**src/rtl/id_stage_ctrl.sv**
```systemverilog
// Registered instruction-decode stage for the RV32IM core.
//
// Decodes the incoming instruction combinationally into the datapath control
// bundle. The bundle is held in an output pipeline register with a
// valid/ready handshake. Load-use hazards against the load held in EX stall
// the input side. A flush kills the held bundle and any incoming instruction.
//
// Ports:
//   clk, rst_n            clock, asynchronous active-low reset
//   in_valid_i/in_ready_o handshake from the IF buffer
//   in_inst_i, in_pc_i    instruction word and its PC
//   flush_i               kill held and incoming instruction
//   ex_load_valid_i/rd_i  load currently in EX, used for hazard detection
//   out_valid_o/ready_i   handshake towards EX
//   out_pc_o ... illegal_o registered decoded control bundle
module id_stage_ctrl #(
  parameter int unsigned XLEN         = 32,
  parameter bit          ENABLE_M     = 1'b1,
  parameter bit          ILLEGAL_PASS = 1'b1
) (
  input  logic            clk,
  input  logic            rst_n,
  input  logic            in_valid_i,
  output logic            in_ready_o,
  input  logic [31:0]     in_inst_i,
  input  logic [XLEN-1:0] in_pc_i,
  input  logic            flush_i,
  input  logic            ex_load_valid_i,
  input  logic [4:0]      ex_load_rd_i,
  output logic            out_valid_o,
  input  logic            out_ready_i,
  output logic [XLEN-1:0] out_pc_o,
  output logic [4:0]      rs1_o,
  output logic [4:0]      rs2_o,
  output logic [4:0]      rd_o,
  output logic [XLEN-1:0] imm_o,
  output logic            mem_rd_o,
  output logic            mem_wr_o,
  output logic            reg_wr_o,
  output logic [2:0]      rw_type_o,
  output logic [1:0]      wb_sel_o,
  output logic            alu_src1_o,
  output logic            alu_src2_o,
  output logic [4:0]      alu_ctl_o,
  output logic [2:0]      br_type_o,
  output logic            jump_o,
  output logic            illegal_o
);

  localparam logic [6:0] OpcR      = 7'b0110011;
  localparam logic [6:0] OpcImm    = 7'b0010011;
  localparam logic [6:0] OpcLoad   = 7'b0000011;
  localparam logic [6:0] OpcStore  = 7'b0100011;
  localparam logic [6:0] OpcBranch = 7'b1100011;
  localparam logic [6:0] OpcLui    = 7'b0110111;
  localparam logic [6:0] OpcAuipc  = 7'b0010111;
  localparam logic [6:0] OpcJal    = 7'b1101111;
  localparam logic [6:0] OpcJalr   = 7'b1100111;

  localparam logic [4:0] AluAdd  = 5'd0;
  localparam logic [4:0] AluSub  = 5'd1;
  localparam logic [4:0] AluMul  = 5'd2;
  localparam logic [4:0] AluAnd  = 5'd10;
  localparam logic [4:0] AluOr   = 5'd11;
  localparam logic [4:0] AluXor  = 5'd12;
  localparam logic [4:0] AluSll  = 5'd14;
  localparam logic [4:0] AluSrl  = 5'd15;
  localparam logic [4:0] AluSra  = 5'd16;
  localparam logic [4:0] AluSltu = 5'd17;
  localparam logic [4:0] AluSlt  = 5'd18;

  localparam logic [1:0] WbPc4 = 2'd0;
  localparam logic [1:0] WbAlu = 2'd1;
  localparam logic [1:0] WbImm = 2'd2;
  localparam logic [1:0] WbMem = 2'd3;

  typedef struct packed {
    logic [XLEN-1:0] pc;
    logic [4:0]      rs1;
    logic [4:0]      rs2;
    logic [4:0]      rd;
    logic [XLEN-1:0] imm;
    logic            mem_rd;
    logic            mem_wr;
    logic            reg_wr;
    logic [2:0]      rw_type;
    logic [1:0]      wb_sel;
    logic            alu_src1;
    logic            alu_src2;
    logic [4:0]      alu_ctl;
    logic [2:0]      br_type;
    logic            jump;
    logic            illegal;
  } bundle_t;

  logic [6:0] opcode, funct7;
  logic [2:0] funct3;
  logic       is_r, is_imm, is_load, is_store, is_branch, is_lui, is_auipc, is_jal, is_jalr;
  logic       is_itype, uses_rs1, uses_rs2, stall, load_ready, accept;
  logic [XLEN-1:0] imm_i, imm_s, imm_b, imm_u, imm_j;
  logic [4:0] base_alu, alu;
  logic [2:0] br;
  logic       ill;
  bundle_t    dec, bundle_d, bundle_q;
  logic       valid_d, valid_q;

  assign opcode = in_inst_i[6:0];
  assign funct3 = in_inst_i[14:12];
  assign funct7 = in_inst_i[31:25];

  assign is_r      = (opcode == OpcR);
  assign is_imm    = (opcode == OpcImm);
  assign is_load   = (opcode == OpcLoad);
  assign is_store  = (opcode == OpcStore);
  assign is_branch = (opcode == OpcBranch);
  assign is_lui    = (opcode == OpcLui);
  assign is_auipc  = (opcode == OpcAuipc);
  assign is_jal    = (opcode == OpcJal);
  assign is_jalr   = (opcode == OpcJalr);
  assign is_itype  = is_imm | is_load | is_jalr;

  assign imm_i = {{(XLEN-12){in_inst_i[31]}}, in_inst_i[31:20]};
  assign imm_s = {{(XLEN-12){in_inst_i[31]}}, in_inst_i[31:25], in_inst_i[11:7]};
  assign imm_b = {{(XLEN-13){in_inst_i[31]}}, in_inst_i[31], in_inst_i[7], in_inst_i[30:25],
                  in_inst_i[11:8], 1'b0};
  assign imm_u = {{(XLEN-32){in_inst_i[31]}}, in_inst_i[31:12], 12'b0};
  assign imm_j = {{(XLEN-21){in_inst_i[31]}}, in_inst_i[31], in_inst_i[19:12], in_inst_i[20],
                  in_inst_i[30:21], 1'b0};

  // funct3 -> ALU op shared by R-type and I-type arithmetic.
  always_comb begin
    base_alu = AluAdd;
    case (funct3)
      3'd1:    base_alu = AluSll;
      3'd2:    base_alu = AluSlt;
      3'd3:    base_alu = AluSltu;
      3'd4:    base_alu = AluXor;
      3'd5:    base_alu = AluSrl;
      3'd6:    base_alu = AluOr;
      3'd7:    base_alu = AluAnd;
      default: base_alu = AluAdd;
    endcase
  end

  always_comb begin
    dec         = '0;
    dec.pc      = in_pc_i;
    dec.rs1     = in_inst_i[19:15];
    dec.rs2     = in_inst_i[24:20];
    dec.rd      = in_inst_i[11:7];
    dec.wb_sel  = WbAlu;
    alu         = AluAdd;
    br          = 3'd0;
    ill         = 1'b0;
    case (opcode)
      OpcR: begin
        case (funct7)
          7'h00: alu = base_alu;
          7'h20: begin
            if (funct3 == 3'd0)      alu = AluSub;
            else if (funct3 == 3'd5) alu = AluSra;
            else                     ill = 1'b1;
          end
          7'h01: begin
            if (ENABLE_M) alu = AluMul + {2'b00, funct3};
            else          ill = 1'b1;
          end
          default: ill = 1'b1;
        endcase
      end
      OpcImm: begin
        dec.imm = imm_i;
        alu     = base_alu;
        if (funct3 == 3'd1 && funct7 != 7'h00) ill = 1'b1;
        if (funct3 == 3'd5) begin
          if (funct7 == 7'h20)      alu = AluSra;
          else if (funct7 != 7'h00) ill = 1'b1;
        end
      end
      OpcLoad: begin
        dec.imm     = imm_i;
        dec.rw_type = funct3;
        dec.wb_sel  = WbMem;
        ill         = (funct3 == 3'd3) | (funct3 == 3'd6) | (funct3 == 3'd7);
      end
      OpcStore: begin
        dec.imm     = imm_s;
        dec.rw_type = funct3;
        ill         = (funct3 > 3'd2);
      end
      OpcBranch: begin
        dec.imm = imm_b;
        case (funct3)
          3'd0:    br = 3'd1;
          3'd1:    br = 3'd2;
          3'd4:    br = 3'd3;
          3'd5:    br = 3'd4;
          3'd6:    br = 3'd5;
          3'd7:    br = 3'd6;
          default: ill = 1'b1;
        endcase
      end
      OpcLui: begin
        dec.imm    = imm_u;
        dec.wb_sel = WbImm;
      end
      OpcAuipc: dec.imm = imm_u;
      OpcJal: begin
        dec.imm    = imm_j;
        dec.wb_sel = WbPc4;
      end
      OpcJalr: begin
        dec.imm    = imm_i;
        dec.wb_sel = WbPc4;
        ill        = (funct3 != 3'd0);
      end
      default: ill = 1'b1;
    endcase

    dec.alu_src1 = is_branch | is_auipc | is_jal;
    dec.alu_src2 = is_itype | is_store | is_auipc | is_jal | is_branch;
    // Illegal encodings must not produce side effects downstream.
    dec.reg_wr   = ~ill & (is_r | is_itype | is_lui | is_auipc | is_jal);
    dec.mem_rd   = ~ill & is_load;
    dec.mem_wr   = ~ill & is_store;
    dec.jump     = ~ill & (is_jal | is_jalr);
    dec.br_type  = ill ? 3'd0 : br;
    dec.alu_ctl  = ill ? AluAdd : alu;
    dec.illegal  = ill;
  end

  assign uses_rs1 = is_r | is_imm | is_load | is_jalr | is_store | is_branch;
  assign uses_rs2 = is_r | is_store | is_branch;
  assign stall    = ex_load_valid_i & (ex_load_rd_i != 5'd0) &
                    ((uses_rs1 & (dec.rs1 == ex_load_rd_i)) |
                     (uses_rs2 & (dec.rs2 == ex_load_rd_i)));

  assign load_ready = ~valid_q | out_ready_i;
  assign in_ready_o = load_ready & ~stall;
  assign accept     = in_valid_i & in_ready_o;

  always_comb begin
    valid_d  = valid_q;
    bundle_d = bundle_q;
    if (flush_i) begin
      valid_d = 1'b0;
    end else if (accept) begin
      bundle_d = dec;
      valid_d  = ILLEGAL_PASS | ~dec.illegal;
    end else if (out_ready_i) begin
      valid_d = 1'b0;
    end
  end

  always_ff @(posedge clk or negedge rst_n) begin
    if (!rst_n) begin
      valid_q  <= 1'b0;
      bundle_q <= '0;
    end else begin
      valid_q  <= valid_d;
      bundle_q <= bundle_d;
    end
  end

  assign out_valid_o = valid_q;
  assign out_pc_o    = bundle_q.pc;
  assign rs1_o       = bundle_q.rs1;
  assign rs2_o       = bundle_q.rs2;
  assign rd_o        = bundle_q.rd;
  assign imm_o       = bundle_q.imm;
  assign mem_rd_o    = bundle_q.mem_rd;
  assign mem_wr_o    = bundle_q.mem_wr;
  assign reg_wr_o    = bundle_q.reg_wr;
  assign rw_type_o   = bundle_q.rw_type;
  assign wb_sel_o    = bundle_q.wb_sel;
  assign alu_src1_o  = bundle_q.alu_src1;
  assign alu_src2_o  = bundle_q.alu_src2;
  assign alu_ctl_o   = bundle_q.alu_ctl;
  assign br_type_o   = bundle_q.br_type;
  assign jump_o      = bundle_q.jump;
  assign illegal_o   = bundle_q.illegal;

endmodule

```
**config.mk**
```make
export PLATFORM = sky130hd
export DESIGN_NAME = id_stage_ctrl
export DESIGN_NICKNAME = d
export VERILOG_FILES = /design/src/rtl/id_stage_ctrl.sv
export SDC_FILE = /design/constraint.sdc
export NUM_CORES = 1
export LEC_CHECK = 0
export ABC_AREA = 0
export ABC_CLOCK_PERIOD_IN_PS = 1800
export BUFFER_PORTS_ARGS = -buffer_cell sky130_fd_sc_hd__buf_4
export CORE_ASPECT_RATIO = 1.25
export CORE_MARGIN = 4
export CORE_UTILIZATION = 50
export DETAILED_ROUTE_END_ITERATION = 16
export PLACE_DENSITY = 0.8
export SYNTH_ARGS = -nofsm -noshare
export SYNTH_HDL_FRONTEND = slang
export SYNTH_SLANG_ARGS = --single-unit
```
**constraint.sdc**
```tcl
create_clock -name clk -period 1.8 [get_ports clk]
set_input_delay 0.36 -clock clk [delete_from_list [all_inputs] [get_ports clk]]
set_output_delay 0.36 -clock clk [all_outputs]
set_load 0.02 [all_outputs]
```
# Yosys cells after proc, flatten, opt, wreduce, memory -nomap -nowiden
# Index checks and enable logic that the tools add are counted.
dict set report op_classes {
  magnitude_cmp 1
  add_sub_neg 1
  bitwise_logic 38
  n_eq_ne 20
  reduce_logical 15
  muxes 26
}
# operator count
set ops {}
lappend ops {{32-bit one-hot mux with 5 select lines} 1}
lappend ops {{5-bit one-hot mux with 7 select lines} 1}
lappend ops {{7-bit by 6-bit equality test with 1-bit output, second input constant} 4}
lappend ops {{5-bit 2-to-1 mux} 5}
lappend ops {{1-bit OR} 24}
lappend ops {{7-bit equality test, second input constant} 3}
lappend ops {{3-bit one-hot mux with 6 select lines} 1}
lappend ops {{5-bit one-hot mux with 3 select lines} 1}
lappend ops {{7-bit by 5-bit equality test with 1-bit output, second input constant} 2}
lappend ops {{3-bit equality test, second input constant} 4}
lappend ops {{1-bit AND} 10}
lappend ops {{5-bit equality test} 2}
lappend ops {{1-bit 2-to-1 mux} 10}
lappend ops {{5-bit one-hot mux with 2 select lines} 1}
lappend ops {{3-bit 2-to-1 mux} 3}
lappend ops {{2-bit OR reduction} 4}
lappend ops {{7-bit by 1-bit equality test with 1-bit output, second input constant} 1}
lappend ops {{7-bit by 2-bit equality test with 1-bit output, second input constant} 1}
lappend ops {{7-bit logical NOT} 1}
lappend ops {{1-bit one-hot mux with 7 select lines} 1}
lappend ops {{7-bit nonzero test} 1}
lappend ops {{3-bit by 2-bit equality test with 1-bit output, second input constant} 2}
lappend ops {{2-bit one-hot mux with 3 select lines} 1}
lappend ops {{3-bit nonzero test} 2}
lappend ops {{11 further kinds} 15}
dict set report word_totals {
  regBits 100
  output_inout_bits 101
  elab_cells 118
}

# Logic depth before layout (Yosys ltp)
# Gate-level depths: netlist (run 1).
dict set report logic_depth {
  depth_word 14
  depth_mapped 10
  ltp_nobuf 8
}

# Worst setup path before layout (run 1)
# OpenSTA, ideal clock, no wires.
dict set report synth_timing {
  kind {input to register}
  start {in in_inst_i[2]}
  end {reg bundle_q (netlist bit rd_o[0])}
  cell_stages 8
  required_time_ps 1672
  setup_time_ps 128
  n_path_buf 3
  arrival_time_ps 2061
  slack_ps -389
  path_cell_list {buf_6 -> nand4bb_4 -> or3_4 -> o22ai_4 -> a2111o_1 -> buf_6 -> buf_6 -> mux2_1}
}
dict set report synth_via {
  elab_chain_len 13
}
# item line
set synth_lines {}
lappend synth_lines {{start: declaration} 25} ;# input logic [31:0] in_inst_i,
lappend synth_lines {{7-bit by 6-bit equality test with 1-bit output / 7-bit by 5-bit equality test with 1-bit output (equally long branches)} {111, 112}}
lappend synth_lines {{1-bit OR (5 in series)} 232} ;# assign uses_rs1 = is_r | is_imm | is_load | is_jalr | is_store | is_branch;
lappend synth_lines {{1-bit AND} 235} ;# ((uses_rs1 & (dec.rs1 == ex_load_rd_i)) |
lappend synth_lines {{1-bit OR *} 235}
lappend synth_lines {{1-bit AND *} 234} ;# assign stall = ex_load_valid_i & (ex_load_rd_i != 5'd0) &
lappend synth_lines {{1-bit inverter *} 239} ;# assign in_ready_o = load_ready & ~stall;
lappend synth_lines {{1-bit AND *} 239}
lappend synth_lines {{1-bit AND *} 240} ;# assign accept = in_valid_i & in_ready_o;
lappend synth_lines {{2-bit AND reduction (no source line) *} -}
lappend synth_lines {{end signal: assignment} 261} ;# bundle_q <= bundle_d;
lappend synth_lines {{end: declaration} 104} ;# bundle_t dec, bundle_d, bundle_q;
# Every way passes the cells marked *; elsewhere a longest branch is shown, timed or not.
# A chain may end at the register's enable or synchronous reset.

# Final worst setup path (run 1)
dict set report layout_timing {
  start {in in_inst_i[3]}
  end {out in_ready_o}
}
dict set report layout_via {
  elab_chain_len 11
}
# item line
set layout_lines {}
lappend layout_lines {{7-bit by 6-bit equality test with 1-bit output / 7-bit by 5-bit equality test with 1-bit output (equally long branches)} {111, 112}}
lappend layout_lines {{1-bit OR (5 in series)} 232}
lappend layout_lines {{1-bit AND} 235}
lappend layout_lines {{1-bit OR *} 235}
lappend layout_lines {{1-bit AND *} 234}
lappend layout_lines {{1-bit inverter *} 239}
lappend layout_lines {{1-bit AND *} 239}
lappend layout_lines {{end: declaration} 24} ;# output logic in_ready_o,
# Marked as above.

==> results of run 1 <==
cell families (layout without fill, tap and decap cells):
logic type	Yosys count	after routing	synth area share
xor gates and xnor gates	12	12	0.0215
and+or+nand+nor	147	147	0.147
adders and majority gates	5	5	0.0128
buffers and inverters	37	282	0.0391
DFF	100	100	0.511
AOI/OAI and AO/OA	121	121	0.161
muxes	47	47	0.108
layout by cell type (no fill, tap or decap), drive strengths merged, types with 5 or more instances in the layout:
cell type	synthesis	final
clkbuf	14	11
xnor2	9	9
a21oi	37	37
nor4	5	5
ha	5	5
mux2	47	47
o21ai	41	41
o31ai	8	8
a22oi	6	6
dfrtp	100	100
nor2	22	22
nand2	74	74
nor2b	6	6
nand3	7	7
nor3	9	9
buf	18	258
sequential cells by signal (all words and copies together) (netlist names), 2 cells and up:
name / count
rd_o: 5
alu_ctl_o: 5
rw_type_o: 3
rs2_o: 5
br_type_o: 3
wb_sel_o: 2
out_pc_o: 32
imm_o: 32
rs1_o: 5
layer usage:
layer  vias up  global-route usage  part of all wire
li1       2157                   -                 -
met5         -                   0                 0
met2       227               0.498              0.52
met1      2342               0.324              0.35
met3        66              0.0738             0.080
met4         0               0.145             0.050
how the worst min path moves through the flow:
stage,start,to,depth (start not counted),slack [ns]
3_3_place_gp,rst_n,out_pc_o[4],1,0.34
5_1_grt,flush_i,out_valid_o,2,0.21
2_1_floorplan,rst_n,alu_ctl_o[0],0,0.06
3_5_place_dp,rst_n,out_pc_o[0],1,0.35
6_report,flush_i,out_valid_o,2,0.23
4_1_cts,flush_i,out_valid_o,2,0.21
Yosys cell counts (2+ instances only):
cell type / count
xnor2_1: 9
a211oi_1: 4
a22oi_1: 6
a21oi_1: 36
o31ai_1: 8
nor2_1: 21
nand2b_1: 2
and2_1: 2
a21boi_0: 2
o31a_1: 2
and4b_1: 2
o21ai_0: 41
and3b_1: 2
inv_1: 4
nand4_1: 2
nand3_1: 7
mux2_1: 14
and3_1: 3
a21o_1: 2
a2111oi_0: 2
buf_2: 12
nor4_1: 4
or3_1: 2
ha_1: 5
nor2b_1: 6
dfrtp_1: 100
clkbuf_1: 14
nand2_1: 74
mux2_2: 33
buf_6: 5
o41ai_2: 2
xor2_1: 3
nor3_1: 9
layout make-up:
type / count / area share
Multi-Input combinational cell: 332 / 0.327
Sequential cell: 100 / 0.323
Timing Repair Buffer: 261 / 0.280
Clock buffer: 9 / 0.0290
Tap cell: 126 / 0.0203
Clock inverter: 7 / 0.0179
Inverter: 5 / 0.00258
repair_timing:
item | in CTS | in global routing
hold endpoints to repair | 33 | 0
cloned | 0 | 3
hold buffers | 1 | 0
setup buffers | 4 | 1
gates resized for setup | 33 | 59
setup endpoints to repair | 55 | 94
pin swaps | 5 | 6
report_power, final:
| group | leakage, uW | switching (uW) | internal (uW) |
|---|---|---|---|
| registers | 0.00128 | 152 | 2470 |
| logic | 0.00229 | 840 | 871 |
| clock network | 0.000179 | 847 | 1500 |
metrics by stage:
stage / setup WS, ns / cells / hold slack [ns]
CTS: -0.0712 / 837 / 0.214
detailed placement: -0.569 / 816 / 0.347
global route: -0.0916 / 840 / 0.209
finish: -0.0456 / 840 / 0.227
floorplan: -0.324 / 469 / 0.0644
global placement: -0.463 / 816 / 0.337
==> run metrics, run 1 <==
fillers 588; r2r endpoint out_pc_o[29]; Setup crit start in_inst_i[3]; setup_tns -0.638 ns; CP peak stage delay 0.36 ns; P_leak 0.00374 uW; critical path launch point type input pin; Final ANT Viol Nets 0; utilization after layout 0.807; via count 4792; Final min period 1.85 ns; first-pass GRT wire length 25500 microns; status finished, violations left; clock skew 0.00511 ns; type of the tightest min-delay check in2reg; total gr overflow 0; die area 0.0115 sq mm; Mapped Avg Cell Area 10.4 sq um; # diodes 0; multi-input logic area 0.00254 sq mm; synthesized flop and latch total 100; DR iter-0 viols 280; final worst path period share 1.03; final count of pins violating max slew 0; CTS sink cnt 100; R2R setup slack -0.01 ns; post-synthesis sequential area ratio 0.511; Worst setup EP type output pin; fmax 542 MHz; GRT Total Usage 0.290; via density per instance 5.70; Worst VDD drop 0.455 mV; port bufs 175; Nets 789; crit path kind in2out; Clock Tree Root clkbuf_16; largest cells by area after synthesis dfrtp_1 51%, mux2_2 7.6%, nand2_1 5.7%; area of the mapped netlist 0.00490 sq mm; count of final hold-check violations 0; Top cell by count, worst path buf_6; failing checks setup timing; IO Pins 176; Yosys top cell area share 0.511; syn nets 549; H-tree level count 3; Yosys top cell by area dfrtp_1; routed len/inst 20.5 microns; ratio of cells with drive above 1 in the final layout 0.521; clock tree buffer depth 2; RSZ-0062 raised after global routing yes; Worst Path Buf+Inv 2; Ys Warns 0; Worst Path Max Fanout 3; setup ws final -0.0456 ns; initial antenna violation count 0; post-route cell area 0.00775 sq mm; ys flop type dfrtp_1; Pre-antenna DRT Iters 5; drt drc 0; crit path DAT 1.49 ns; final wirelength 17200 microns; storage element area 0.00250 sq mm; FF-to-FF Start out_valid_o; async set-reset flop share out of synthesis 1.00; CP endpoint in_ready_o; Reg2Reg Depth 5; CTS tree yes; CP Cell Sequence buf_6 > nand4bb_4 > or3_4 > o22ai_4 > a21oi_2 > buf_6; Crit path depth 6; Final Wtd Congestion 0.952; maxcap violations 0; Top delay family on crit path simple AND/OR/NAND/NOR gates; total CTS buffers 9; Cell Area, Placed 0.00702 sq mm; Finish-stage setup viols 48; Relative slew margins 0.679; vias in the first global route 4931; Post-synth EDFFs 0; Critical Path RT 1.44 ns; largest net degree at the start of global routing 36; die height 119 microns; PwrDens 861 mW/mm^2; Netlist cell types 62; PnR Total Power 6670 uW; Initial Util 0.510; slowest CP cell or3_4; actual slew at the worst max-slew pin 0.482 ns; clock latency on the worst-skew pair 0.34 ns; core footprint 0.00961 sq mm; final HPWL from detailed placement 12300 microns; post-synthesis cell count 469; CTS clk-pin slew, worst paths 0.07 ns; synthesis-to-layout area growth 58.3%; num rows 40; Die X 96.5 microns
Note: power is estimated with default switching activity, not from simulation.
==> run 2: changes to the inputs <==
- BUFFER_PORTS_ARGS: -buffer_cell sky130_fd_sc_hd__buf_4 -> unset
- CORE_UTILIZATION: 50 -> 55
- DONT_BUFFER_PORTS: unset -> 1
- PLACE_DENSITY: 0.8 -> 0.7
==> run metrics, run 2 (same netlist as run 1, synthesis figures left out) <==
status finished, violations left; failing checks hold timing; worst hold slack -0.323 ns (-0.550 ns); utilization after layout 0.638 (-0.169); via density per instance 5.99 (+5.0%); Final min period 1.74 ns (-0.106 ns); Initial Util 0.563 (+0.0532); num rows 38 (-5.0%); initial antenna violation count 0 (unchanged); H-tree level count 3 (unchanged); CTS sink cnt 100 (unchanged); via count 3655 (-24%); critical path launch point type input pin; count of final hold-check violations 100 (+100); largest net degree at the start of global routing 101 (+180%); fillers 698 (+19%); clock tree buffer depth 2 (unchanged); vias in the first global route 3669 (-26%); met3 wire length 1190 microns (-13%); sw power 1430 uW (-22%); ratio of cells with drive above 1 in the final layout 0.231 (-0.290); combinational power share 0.128 (-0.128); routed len/inst 21.2 microns (+3.5%); final HPWL from detailed placement 9710 microns (-21%); CP Cell Sequence and3b_1 > o211ai_2 > a21oi_2 > a2111oi_4 > buf_4 > buf_12 > mux2_4; first-pass GRT wire length 19900 microns (-22%); PwrDens 868 mW/mm^2 (+0.85%); final worst path period share 0.966 (-0.0589); clock skew 0.0129 ns (+0.00783 ns); DR iter-0 viols 195 (-30%); P_leak 0.00241 uW (-36%); DR top layer met4; GRT Total Usage 0.244 (-0.0460); Reg2Reg Depth 5 (unchanged); Final ANT Viol Nets 0 (unchanged); # diodes 0 (unchanged); r2r endpoint out_pc_o[15]; Worst Path Max Fanout 22 (+19); setup_tns 0 ns (+0.638 ns); CTS tree yes; total gr overflow 0 (unchanged); Clock Tree Root clkbuf_8; Worst Path Buf+Inv 2 (unchanged); CTS clk-pin slew, worst paths 0.10 ns (+0.03 ns); R2R setup slack 0.14 ns (+0.15 ns); PnR Total Power 4820 uW (-28%); crit path DAT 1.99 ns (+0.50 ns); WL met2 6610 microns (-26%); Pint 3380 uW (-30%); die height 114 microns (-4.3%); fmax 575 MHz (+6.1%); core footprint 0.00870 sq mm (-9.5%); actual slew at the worst max-slew pin 0.524 ns (+0.0426 ns); final count of pins violating max slew 0 (unchanged); total CTS buffers 9 (unchanged); RSZ-0062 raised after global routing yes; Nets 565 (-28%); Crit path depth 7 (+1); type of the tightest min-delay check in2async; die area 0.0105 sq mm (-8.4%); most frequent cells in the layout 100 x dfrtp_1, 72 x nand2_1, 41 x mux2_4, 41 x o21ai_0, 35 x a21oi_1; Finish-stage setup viols 0 (-100%); commonest non-fill, non-tap cell in the layout dfrtp_1; Final Wtd Congestion 0.865 (-9.1%); wl on met1 4960 microns (-17%); port bufs 0 (-100%); maxcap violations 0 (unchanged); FF-to-FF Start out_valid_o; Worst VDD drop 0.473 mV (+3.9%); sequential share of power 0.603 (+0.211); switch share 0.297 (+0.0218); Clock power frac 0.269 (-0.082); drt drc 0 (unchanged); Relative slew margins 0.641 (-0.0374); clock latency on the worst-skew pair 0.37 ns (+0.03 ns); Critical Path RT 2.05 ns (+0.61 ns); slowest CP cell a2111oi_4; CP peak stage delay 0.40 ns (+0.04 ns); Worst setup EP type flip-flop; Pre-antenna DRT Iters 4 (-1); Top delay family on crit path compound AO/OA/AOI/OAI gates; synthesis-to-layout area growth 13.3%; IO Pins 176 (unchanged); final wirelength 12900 microns (-25%); Die X 92.4 microns (-4.3%); crit path kind in2reg
==> run 2: cell count changes in the layout (fill, tap and decap cells not counted), moves of 4 or more <==
cell / previous run / this run
o21ai_2: 4 / 0
clkbuf_8: 0 / 10
nand2_1: 59 / 72
bufinv_16: 4 / 0
buf_6: 14 / 0
buf_4: 233 / 33
buf_8: 4 / 0
mux2_4: 46 / 41
o21ai_0: 17 / 41
o21ai_1: 20 / 0
clkbuf_16: 11 / 0
nand2_2: 15 / 2
==> run 2: worst max-delay path by stage <==
| stage | to | slack [ns] | startpoint |
|---|---|---|---|
| after global placement | alu_ctl_o[2] | -0.37 | in_inst_i[31] |
| after CTS | alu_ctl_o[3] | 0.007 | in_inst_i[31] |
| after detailed placement | alu_ctl_o[2] | -0.44 | in_inst_i[31] |
| after global routing | alu_ctl_o[3] | -0.01 | in_inst_i[31] |
| final | out_pc_o[15] | 0.06 | in_inst_i[6] |
| after floorplan | rd_o[0] | -0.32 | in_inst_i[2] |
==> run 2: final cells by class <==
cell class	instances	area, sq um	share of cell area
well taps	120	150	0.0271
clock buffers	13	149	0.0268
flip-flops and latches	100	2500	0.451
inverters	5	20.0	0.00361
clock inverters	3	22.5	0.00406
repair buffers	37	328	0.0591
multi-input cells	332	2380	0.429
==> run 2: power groups by stage <==
stage	clock [uW]	sequential (uW)	combinational (uW)
floorplan	0	2900	538
global placement	0	2940	595
detailed placement	0	2950	606
CTS	1330	2910	614
global route	1420	2930	665
finish	1300	2900	615
==> run 2: repair_timing <==
action                                  CTS  global route
buffers inserted                          0             4
gates resized for setup                   2             0
endpoints found under the hold margin   100           100
pin swaps                                 1             5
endpoints found under the setup margin    3            39
cloned                                    0             0
==> run 2: through the flow <==
step	instances	cell area (sq um)	hold WS [ns]	setup WS, ns
2_1_floorplan	469	5110	0.0644	-0.324
3_3_place_gp	590	5340	0.0665	-0.367
3_5_place_dp	590	5340	0.0666	-0.436
4_1_cts	606	5520	-0.339	0.00659
5_1_grt	610	5550	-0.351	-0.00968
6_report	610	5550	-0.323	0.0604
==> run 2: worst register-to-register path: stages, from the launching register on <==
cell and delay [ns]:
dfrtp_1 0.39, nor2b_1 0.18, a2111oi_4 0.24, buf_4 0.21
buf_12 0.20, mux2_4 0.34
==> run 2: routing by layer <==
layer	vias to the layer above	GRT usage
li1	1705	-
met1	1782	0.292
met2	153	0.428
met3	15	0.0732
met4	0	0.0634
met5	-	0
